$ cat src/rtl/reservoir_pkg.sv
// Shared helpers for the reservoir level controller: width derivations and
// sensor-vector decoding (thermometer check, population count).
package reservoir_pkg;

  localparam int VEC_MAX = 32;

  function automatic int level_width(input int n_sensors);
    return $clog2(n_sensors + 1);
  endfunction

  function automatic int alarm_width(input int alarm_cycles);
    return $clog2(alarm_cycles + 1);
  endfunction

  function automatic int unsigned popcount(input logic [VEC_MAX-1:0] vec);
    int unsigned cnt;
    cnt = 0;
    for (int i = 0; i < VEC_MAX; i++) cnt += vec[i] ? 1 : 0;
    return cnt;
  endfunction

  // A valid code is a contiguous run of ones from bit 0, i.e. 2^L-1.
  function automatic logic is_thermo(input logic [VEC_MAX-1:0] vec);
    return (vec & (vec + 32'd1)) == '0;
  endfunction

endpackage

$ cat src/rtl/reservoir_ctrl_n_debounce.sv
// Accepts a sensor vector once it has been sampled DEBOUNCE consecutive edges;
// the run saturates so a held vector is accepted only once.
module sensor_debounce #(
  parameter int W        = 3,
  parameter int DEBOUNCE = 2
) (
  input  logic         clk,
  input  logic         rst,
  input  logic [W-1:0] d,
  output logic [W-1:0] q,
  output logic         accept_pulse
);

  localparam int            CW      = $clog2(DEBOUNCE + 1);
  localparam logic [CW-1:0] RUN_MAX = CW'(DEBOUNCE);

  logic [W-1:0]  r_cand;
  logic [CW-1:0] r_run;
  logic          w_same;
  logic [CW-1:0] w_run_next;

  // NOTE: every always_comb output gets a default first so no latch is inferred.
  always_comb begin
    w_same     = (d == r_cand) && (r_run != '0);
    w_run_next = CW'(1);
    if (w_same) w_run_next = (r_run == RUN_MAX) ? RUN_MAX : r_run + 1'b1;
    accept_pulse = (w_run_next == RUN_MAX) && !(w_same && (r_run == RUN_MAX));
  end

  assign q = d;

  // NOTE: sequential state uses non-blocking assignments only.
  always_ff @(posedge clk) begin
    if (rst) begin
      r_cand <= '0;
      r_run  <= '0;
    end else begin
      r_cand <= d;
      r_run  <= w_run_next;
    end
  end

endmodule

$ cat src/rtl/reservoir_ctrl_n.sv
// Reservoir level controller: debounced stacked sensors drive N nominal valves,
// a supplemental valve, a fault flag for non-thermometer vectors and an empty alarm.
module reservoir_ctrl_n
  import reservoir_pkg::*;
#(
  parameter  int N_SENSORS    = 3,
  parameter  int DEBOUNCE     = 2,
  parameter  int ALARM_CYCLES = 8,
  localparam int LW           = level_width(N_SENSORS)
) (
  input  logic                 clk,
  input  logic                 rst,
  input  logic [N_SENSORS-1:0] s,
  output logic [N_SENSORS-1:0] fr,
  output logic                 dfr,
  output logic [LW-1:0]        level,
  output logic [LW-1:0]        last_level,
  output logic                 level_chg,
  output logic                 sensor_fault,
  output logic                 empty_alarm
);

  localparam int            AW        = alarm_width(ALARM_CYCLES);
  localparam logic [AW-1:0] ALARM_MAX = AW'(ALARM_CYCLES);
  localparam logic [LW-1:0] FULL      = LW'(N_SENSORS);

  logic [N_SENSORS-1:0] w_vec;
  logic                 w_accept;
  logic                 w_valid;
  logic [LW-1:0]        w_new_level;
  logic [N_SENSORS-1:0] w_fr_next;

  logic [LW-1:0]        r_level;
  logic [LW-1:0]        r_last_level;
  logic [N_SENSORS-1:0] r_fr;
  logic                 r_dfr;
  logic                 r_level_chg;
  logic                 r_fault;
  logic [AW-1:0]        r_alarm_cnt;

  sensor_debounce #(.W(N_SENSORS), .DEBOUNCE(DEBOUNCE)) u_debounce (
    .clk         (clk),
    .rst         (rst),
    .d           (s),
    .q           (w_vec),
    .accept_pulse(w_accept)
  );

  // Valve k stays open while the level is at or below its own threshold.
  always_comb begin
    w_valid     = is_thermo(VEC_MAX'(w_vec));
    w_new_level = LW'(popcount(VEC_MAX'(w_vec)));
    w_fr_next   = '0;
    for (int k = 0; k < N_SENSORS; k++)
      w_fr_next[k] = (int'(w_new_level) <= N_SENSORS - 1 - k);
  end

  always_ff @(posedge clk) begin
    if (rst) begin
      r_level      <= '0;
      r_last_level <= '0;
      r_fr         <= '1;
      r_dfr        <= 1'b1;
      r_level_chg  <= 1'b0;
      r_fault      <= 1'b0;
    end else begin
      r_level_chg <= 1'b0;
      if (w_accept) begin
        if (!w_valid) begin
          r_fault <= 1'b1;
        end else begin
          r_fault <= 1'b0;
          if (w_new_level != r_level) begin
            r_level      <= w_new_level;
            r_last_level <= r_level;
            r_level_chg  <= 1'b1;
            r_fr         <= w_fr_next;
            r_dfr        <= (w_new_level < r_level) && (w_new_level != FULL);
          end
        end
      end
    end
  end

  always_ff @(posedge clk) begin
    if (rst)                     r_alarm_cnt <= '0;
    else if (r_level != '0)      r_alarm_cnt <= '0;
    else if (r_alarm_cnt != ALARM_MAX) r_alarm_cnt <= r_alarm_cnt + 1'b1;
  end

  assign level        = r_level;
  assign last_level   = r_last_level;
  assign fr           = r_fr;
  assign dfr          = r_dfr;
  assign level_chg    = r_level_chg;
  assign sensor_fault = r_fault;
  assign empty_alarm  = (r_alarm_cnt == ALARM_MAX);

endmodule

$ cat config.mk
export PLATFORM = sky130hd
export DESIGN_NAME = reservoir_ctrl_n
export DESIGN_NICKNAME = d
export VERILOG_FILES = /design/src/rtl/reservoir_pkg.sv /design/src/rtl/reservoir_ctrl_n_debounce.sv /design/src/rtl/reservoir_ctrl_n.sv
export SDC_FILE = /design/constraint.sdc
export NUM_CORES = 1
export LEC_CHECK = 0
export ABC_CLOCK_PERIOD_IN_PS = 2100
export CORE_ASPECT_RATIO = 0.75
export CORE_MARGIN = 3
export CORE_UTILIZATION = 45
export CTS_CLUSTER_DIAMETER = 30
export DETAILED_ROUTE_END_ITERATION = 12
export GPL_ROUTABILITY_DRIVEN = 0
export PLACE_DENSITY_LB_ADDON = 0.2
export SYNTH_ARGS = -nofsm -noshare
export SYNTH_HDL_FRONTEND = slang
export SYNTH_HIERARCHICAL = 1
export SYNTH_SLANG_ARGS = --single-unit
$ cat constraint.sdc
create_clock -name clk -period 2.1 [get_ports clk]
set_input_delay 0.42 -clock clk [delete_from_list [all_inputs] [get_ports clk]]
set_output_delay 0.42 -clock clk [all_outputs]
set_load 0.05 [all_outputs]
# After elaboration in Yosys (flattened, before gate mapping)
# Index checks and enable logic that the tools add are counted.
[word_totals] in_bits=5 latch_bits=0 ram_bits=0 mem_bits_ro=0 n_memories=0 regBits=19 elab_cells=46
[classes] eq_ne=7 mux=7 n_div=0 n_shift=0 magnitude_cmp=4 reduce_logical=11 n_addsub=5 bitwise=3 mul=0
[op_table] cell="$logic_not A32 Y1" n=1
[op_table] cell="$mux W1" n=5
[op_table] cell="$add A3 B1 Y4 const B" n=1
[op_table] cell="$add A4 B1 Y4 const B" n=1
[op_table] cell="$and A3 B4 Y4" n=1
[op_table] cell="$eq A2 B2 Y1 const B" n=2
[op_table] cell="$eq A4 B4 Y1 const B" n=1
[op_table] cell="$le A2 B1 Y1 const B" n=2
[op_table] cell="$logic_and A1 B1 Y1" n=4
[op_table] cell="$mux W2" n=2
[op_table] cell="$ne A4 B4 Y1 const B" n=1
[op_table] cell="$reduce_bool A2 Y1" n=2
[op_table] cell="$eq A3 B3 Y1" n=1
[op_table] cell="$reduce_and A3 Y1" n=1
[op_table] cell="$reduce_or A3 Y1" n=1
[op_table] cell="$add A1 B1 Y2" n=1
[op_table] cell="$add A2 B1 Y2" n=1
[op_table] cell="$add A2 B1 Y2 const B" n=1
[op_table] cell="$le A2 B2 Y1 const B" n=1
[op_table] cell="$lt A2 B2 Y1" n=1
[op_table] cell="$ne A2 B2 Y1" n=1
[op_table] cell="$ne A2 B2 Y1 const B" n=1
[op_table] cell="$not A1 Y1" n=2
[op_table] cell="$reduce_or A2 Y1" n=1
[op_table] cell="$logic_not A1 Y1" n=1

# Depth between registers and ports, before layout
[logic_depth] depth_word=7 depth_mapped=9 mapped_depth_nobuf=7

# By module
# The synthesis kept the hierarchy.
[by_module_without_submodules] mod="reservoir_ctrl_n" area_per_inst_um2=629.4 instances=1 cells_per_inst=64
[by_module_without_submodules] mod="sensor_debounce" area_per_inst_um2=242.7 instances=1 cells_per_inst=22

# Least setup slack after synthesis
# OpenSTA, ideal clock, no wires.
[synth_path] path_type="input to register" startpoint="input s[0]" endpoint="register r_fr[0], in the netlist fr[0]" stages=9 t_arrival_ns=2.006 t_required_ns=1.964 slack_ns=-0.042 cell_sequence="buf_4 fa_1 inv_1 ha_1 inv_1 o221a_2 buf_6 nor3_1 a41oi_1"
[synth_between] word_cells_on_any_way=16 classes_between="3 x add/sub; 1 x order compare; 3 x eq/ne; 2 x mux; 1 x bitwise; 6 x reduce/logical"
[synth_lines] item="start, declared" line_no="reservoir_ctrl_n.sv:13" rtl="input logic [N_SENSORS-1:0] s,"
[synth_lines] item="$mux W1 *" line_no="reservoir_pkg.sv:18" rtl="for (int i = 0; i < VEC_MAX; i++) cnt += vec[i] ? 1 : 0;"
[synth_lines] item="$add A1 B1 Y2 *" line_no="reservoir_pkg.sv:18"
[synth_lines] item="$add A2 B1 Y2 *" line_no="reservoir_pkg.sv:18"
[synth_lines] item="via w_new_level[0]" line_no="reservoir_ctrl_n.sv:30" rtl="logic [LW-1:0] w_new_level;"
[synth_lines] item="$ne A2 B2 Y1" line_no="reservoir_ctrl_n.sv:73" rtl="if (w_new_level != r_level) begin"
[synth_lines] item="$reduce_and A3 Y1 (no line)"
[synth_lines] item="end signal, assigned" line_no="reservoir_ctrl_n.sv:77" rtl="r_fr <= w_fr_next;"
[synth_lines] item="end, declared" line_no="reservoir_ctrl_n.sv:35" rtl="logic [N_SENSORS-1:0] r_fr;"
# The timed path passes the listed nets; every way through them passes the cells marked *.
# A chain may end at the register's enable or synchronous reset.

# Final worst setup path
[layout_path] startpoint="register r_level[1], in the netlist level[1]" endpoint="output level[1]"
[layout_lines] item="start, declared" line_no="reservoir_ctrl_n.sv:33" rtl="logic [LW-1:0] r_level;"
[layout_lines] item="start signal, assigned" line_no="reservoir_ctrl_n.sv:74" rtl="r_level <= w_new_level;"
[layout_lines] item="end, declared" line_no="reservoir_ctrl_n.sv:16" rtl="output logic [LW-1:0] level,"
# No word-level cell between the ends.

==> summary.json <==
{
  "synth": {
    "synthTopCellsByCount": "19 x sky130_fd_sc_hd__dfxtp_1, 9 x sky130_fd_sc_hd__nor2_1, 8 x sky130_fd_sc_hd__inv_1",
    "netlist-cell-type-count": 30,
    "postSynthRegisterBits": 19,
    "synth_top_area_share_pct": 43.6,
    "synthesis.nets": 97,
    "post_synth_inst_count": 86,
    "ys_warn_count": 6,
    "average_size_of_a_mapped_cell_um2": 10.1,
    "synth_area_leaders": "sky130_fd_sc_hd__dfxtp_1 44%, sky130_fd_sc_hd__ha_1 7.2%, sky130_fd_sc_hd__mux2i_1 5.7%",
    "post-synth-top-count-cell": "sky130_fd_sc_hd__dfxtp_1",
    "synth_enable_flop_cells": 0,
    "netlist_area_before_placement_um2": 872,
    "synth.yosys.seq_area_share_pct": 43.6,
    "synth_ff_type": "sky130_fd_sc_hd__dfxtp_1",
    "asyncSetResetFlopFracSynth_pct": 0,
    "yosysTopAreaCell": "sky130_fd_sc_hd__dfxtp_1"
  },
  "sta": {
    "rsz_0062_raised_after_global_routing": "false",
    "maxSlewViolCount": 0,
    "min_period_over_period_pct": 96.0,
    "finalSetupViolCount": 0,
    "timing_worst_slew_pin_value_ns": 0.500,
    "slew-limit-headroom_pct": 66.6,
    "fmaxAchievable_mhz": 496,
    "final.setup_skew_ns": 0.00767,
    "timing.final.crit_period_ns": 2.02,
    "hold_fails_final_rpt": 0,
    "fin_tns_setup_ns": 0
  },
  "setup_path": {
    "worst_r2r_setup_slack_ns": 0.14,
    "critical_path_slowest_stage_cell": "sky130_fd_sc_hd__clkdlybuf4s50_1",
    "crit_path_cell_trace": "clkdlybuf4s50_1",
    "r2r_start": "u_debounce/r_cand[2]$_SDFF_PP0_",
    "timing.critical_path.slowest_cell_delay_ns": 0.85,
    "start_kind": "flip-flop",
    "cp_capture_type": "primary output",
    "critical-path-top-delay-family": "buffers and inverters",
    "regToRegEndpoint": "last_level[0]$_SDFFE_PP0P_",
    "worst_setup_path_startpoint": "level[1]$_SDFFE_PP0P_",
    "criticalPathCategory": "flip-flop to primary output",
    "worst-endpoint-required_ns": 1.68,
    "timing.critical_path.buf_inv": 1,
    "crit_arrival_ns": 1.60,
    "crit_fanout": 6,
    "worst_r2r_path_depth": 6
  },
  "layout": {
    "num_antenna_cells": 0,
    "fraction_of_final_layout_cells_sized_beyond_drive_strength_1_pct": 23.4,
    "final_net_count": 119,
    "flow.area_growth_from_synthesis_pct": 28.4
  },
  "drt": {
    "detail_route.vias_per_cell": 5.09,
    "drt_pass1_iterations": 4,
    "vias": 656,
    "drt_iter0_markers": 9,
    "routed_wirelength_um": 1740,
    "detail_route.wl_per_cell_um": 13.5,
    "drc": 0,
    "drtAntennaViolNets": 0
  },
  "min_path": {
    "holdPathEnd": "u_debounce/r_cand[0]$_SDFF_PP0_",
    "worst_hold_check_path_type": "primary input to flip-flop",
    "min_delay_startpoint": "s[0]",
    "worst_hold_stages": 2
  },
  "cts": {
    "cts-root-buf": "sky130_fd_sc_hd__clkbuf_4",
    "cts_hold_buf": 0,
    "worst_skew_pair.late_latency_ns": 0.30,
    "cts_tree": "done",
    "cts.path.max_buffers": 2,
    "number_of_clock_buffers_inserted_by_tritoncts": 3,
    "htree_num_levels": 1,
    "cts_sinks": 19,
    "clkTransAtPathRegs_ns": 0.10
  },
  "floorplanning": {
    "design.die.area_um2": 2510,
    "fp.dieH_um": 44.1,
    "top_level_ports": 16,
    "die_width_um": 56.8,
    "initial_core_util_pct": 48.7,
    "core_area_um2": 1790,
    "rows": 13
  },
  "grt": {
    "overflow_left_after_global_routing": 0,
    "antenna_found_initial": 0,
    "grt_max_degree": 15,
    "global_route.usage.total_pct": 16.5,
    "grt_pass1_vias": 665,
    "global_route_wire_length_before_repair_um": 3110
  },
  "placed_design": {
    "numPortBuffers": 15,
    "dp_hpwl_um": 1200
  },
  "power": {
    "vdd_ir_drop_max_mv": 0.405,
    "powerDensity_nw_per_um2": 595,
    "report.power.total_uw": 667,
    "power_leakage_nw": 0.488
  },
  "job": {
    "maxCapViolCount": 0
  },
  "run_status": {
    "run_status": "complete, no violations"
  }
}
-- timing repair --
action | CTS | global route
endpoints found under the setup margin | 9 | 6
gates resized for setup | 4 | 8
pin swaps | 0 | 3
cloned | 1 | 0
setup buffers | 0 | 1
-- power by group --
group          internal (mW)  switching, mW  total, mW
Sequential             0.373        0.00867      0.382
Combinational         0.0468         0.0543      0.101
Clock                 0.0711          0.113      0.184
-- cell type report --
cell class              instances  area (um2)
clock buffers                   3        22.5
clock inverters                 1        5.00
fillers                       159         669
inverters                       8        30.0
multi-input cells              54         450
flip-flops and latches         19         383
well taps                      22        27.5
repair buffers                 22         201
-- placed cells by master (no fill, tap or decap), drive strengths merged, types with 2 or more instances in the layout --
cell	synthesis	final
nor3	4	4
nor2	9	9
xnor2	2	2
clkdlybuf4s50	0	11
dfxtp	19	19
nor2b	4	4
inv	8	8
and2	2	2
clkbuf	1	5
nor3b	2	2
xor2	5	5
buf	5	8
ha	5	5
mux2i	5	5
o221a	1	2
o21ai	2	2
-- worst max-delay path by stage --
stage | to | depth (start not counted)
2_1_floorplan | last_level[1]$_SDFFE_PP0P_ | 9
3_3_place_gp | fr[2]$_SDFFE_PP1P_ | 8
3_5_place_dp | fr[2]$_SDFFE_PP1P_ | 8
4_1_cts | last_level[0]$_SDFFE_PP0P_ | 7
5_1_grt | level[1] | 1
6_report | level[1] | 1
-- flip-flops by register name, summed over array words and instances (netlist names), 2 cells and up --
name               count
u_debounce/r_cand      3
level                  2
u_debounce/r_run       2
fr                     3
last_level             2
r_alarm_cnt            4
-- cells by family (layout without fill, tap and decap cells) --
logic type	after synthesis	in the layout	synth area share [%]
xor gates and xnor gates	7	7	7.03
DFF	19	19	43.6
AOI/OAI and AO/OA	10	11	8.61
adders and majority gates	6	6	9.47
buffers and inverters	14	34	8.32
muxes	5	5	5.74
and+or+nand+nor	25	25	17.2
-- metal layers --
layer / GRT usage, % / wire [um]
met3: 6.71 / 108
met4: 4.17 / 12
met5: 0 / 0
met2: 25.6 / 724
met1: 21.7 / 895
-- stage by stage --
| step | worst slack, ns | utilization [%] | hold slack [ns] | area [um2] | std cells |
|---|---|---|---|---|---|
| final | 0.0830 | 62.6 | 0.415 | 1120 | 129 |
| after global routing | 0.00992 | 62.6 | 0.419 | 1120 | 129 |
| after CTS | 0.00820 | 62.4 | 0.515 | 1120 | 128 |
| after detailed placement | -0.503 | 60.1 | 0.487 | 1080 | 123 |
| after global placement | -0.456 | 60.1 | 0.486 | 1080 | 123 |
| after floorplan | 0.000438 | - | 0.472 | 890 | 86 |
Note: power is estimated with default switching activity, not from simulation.
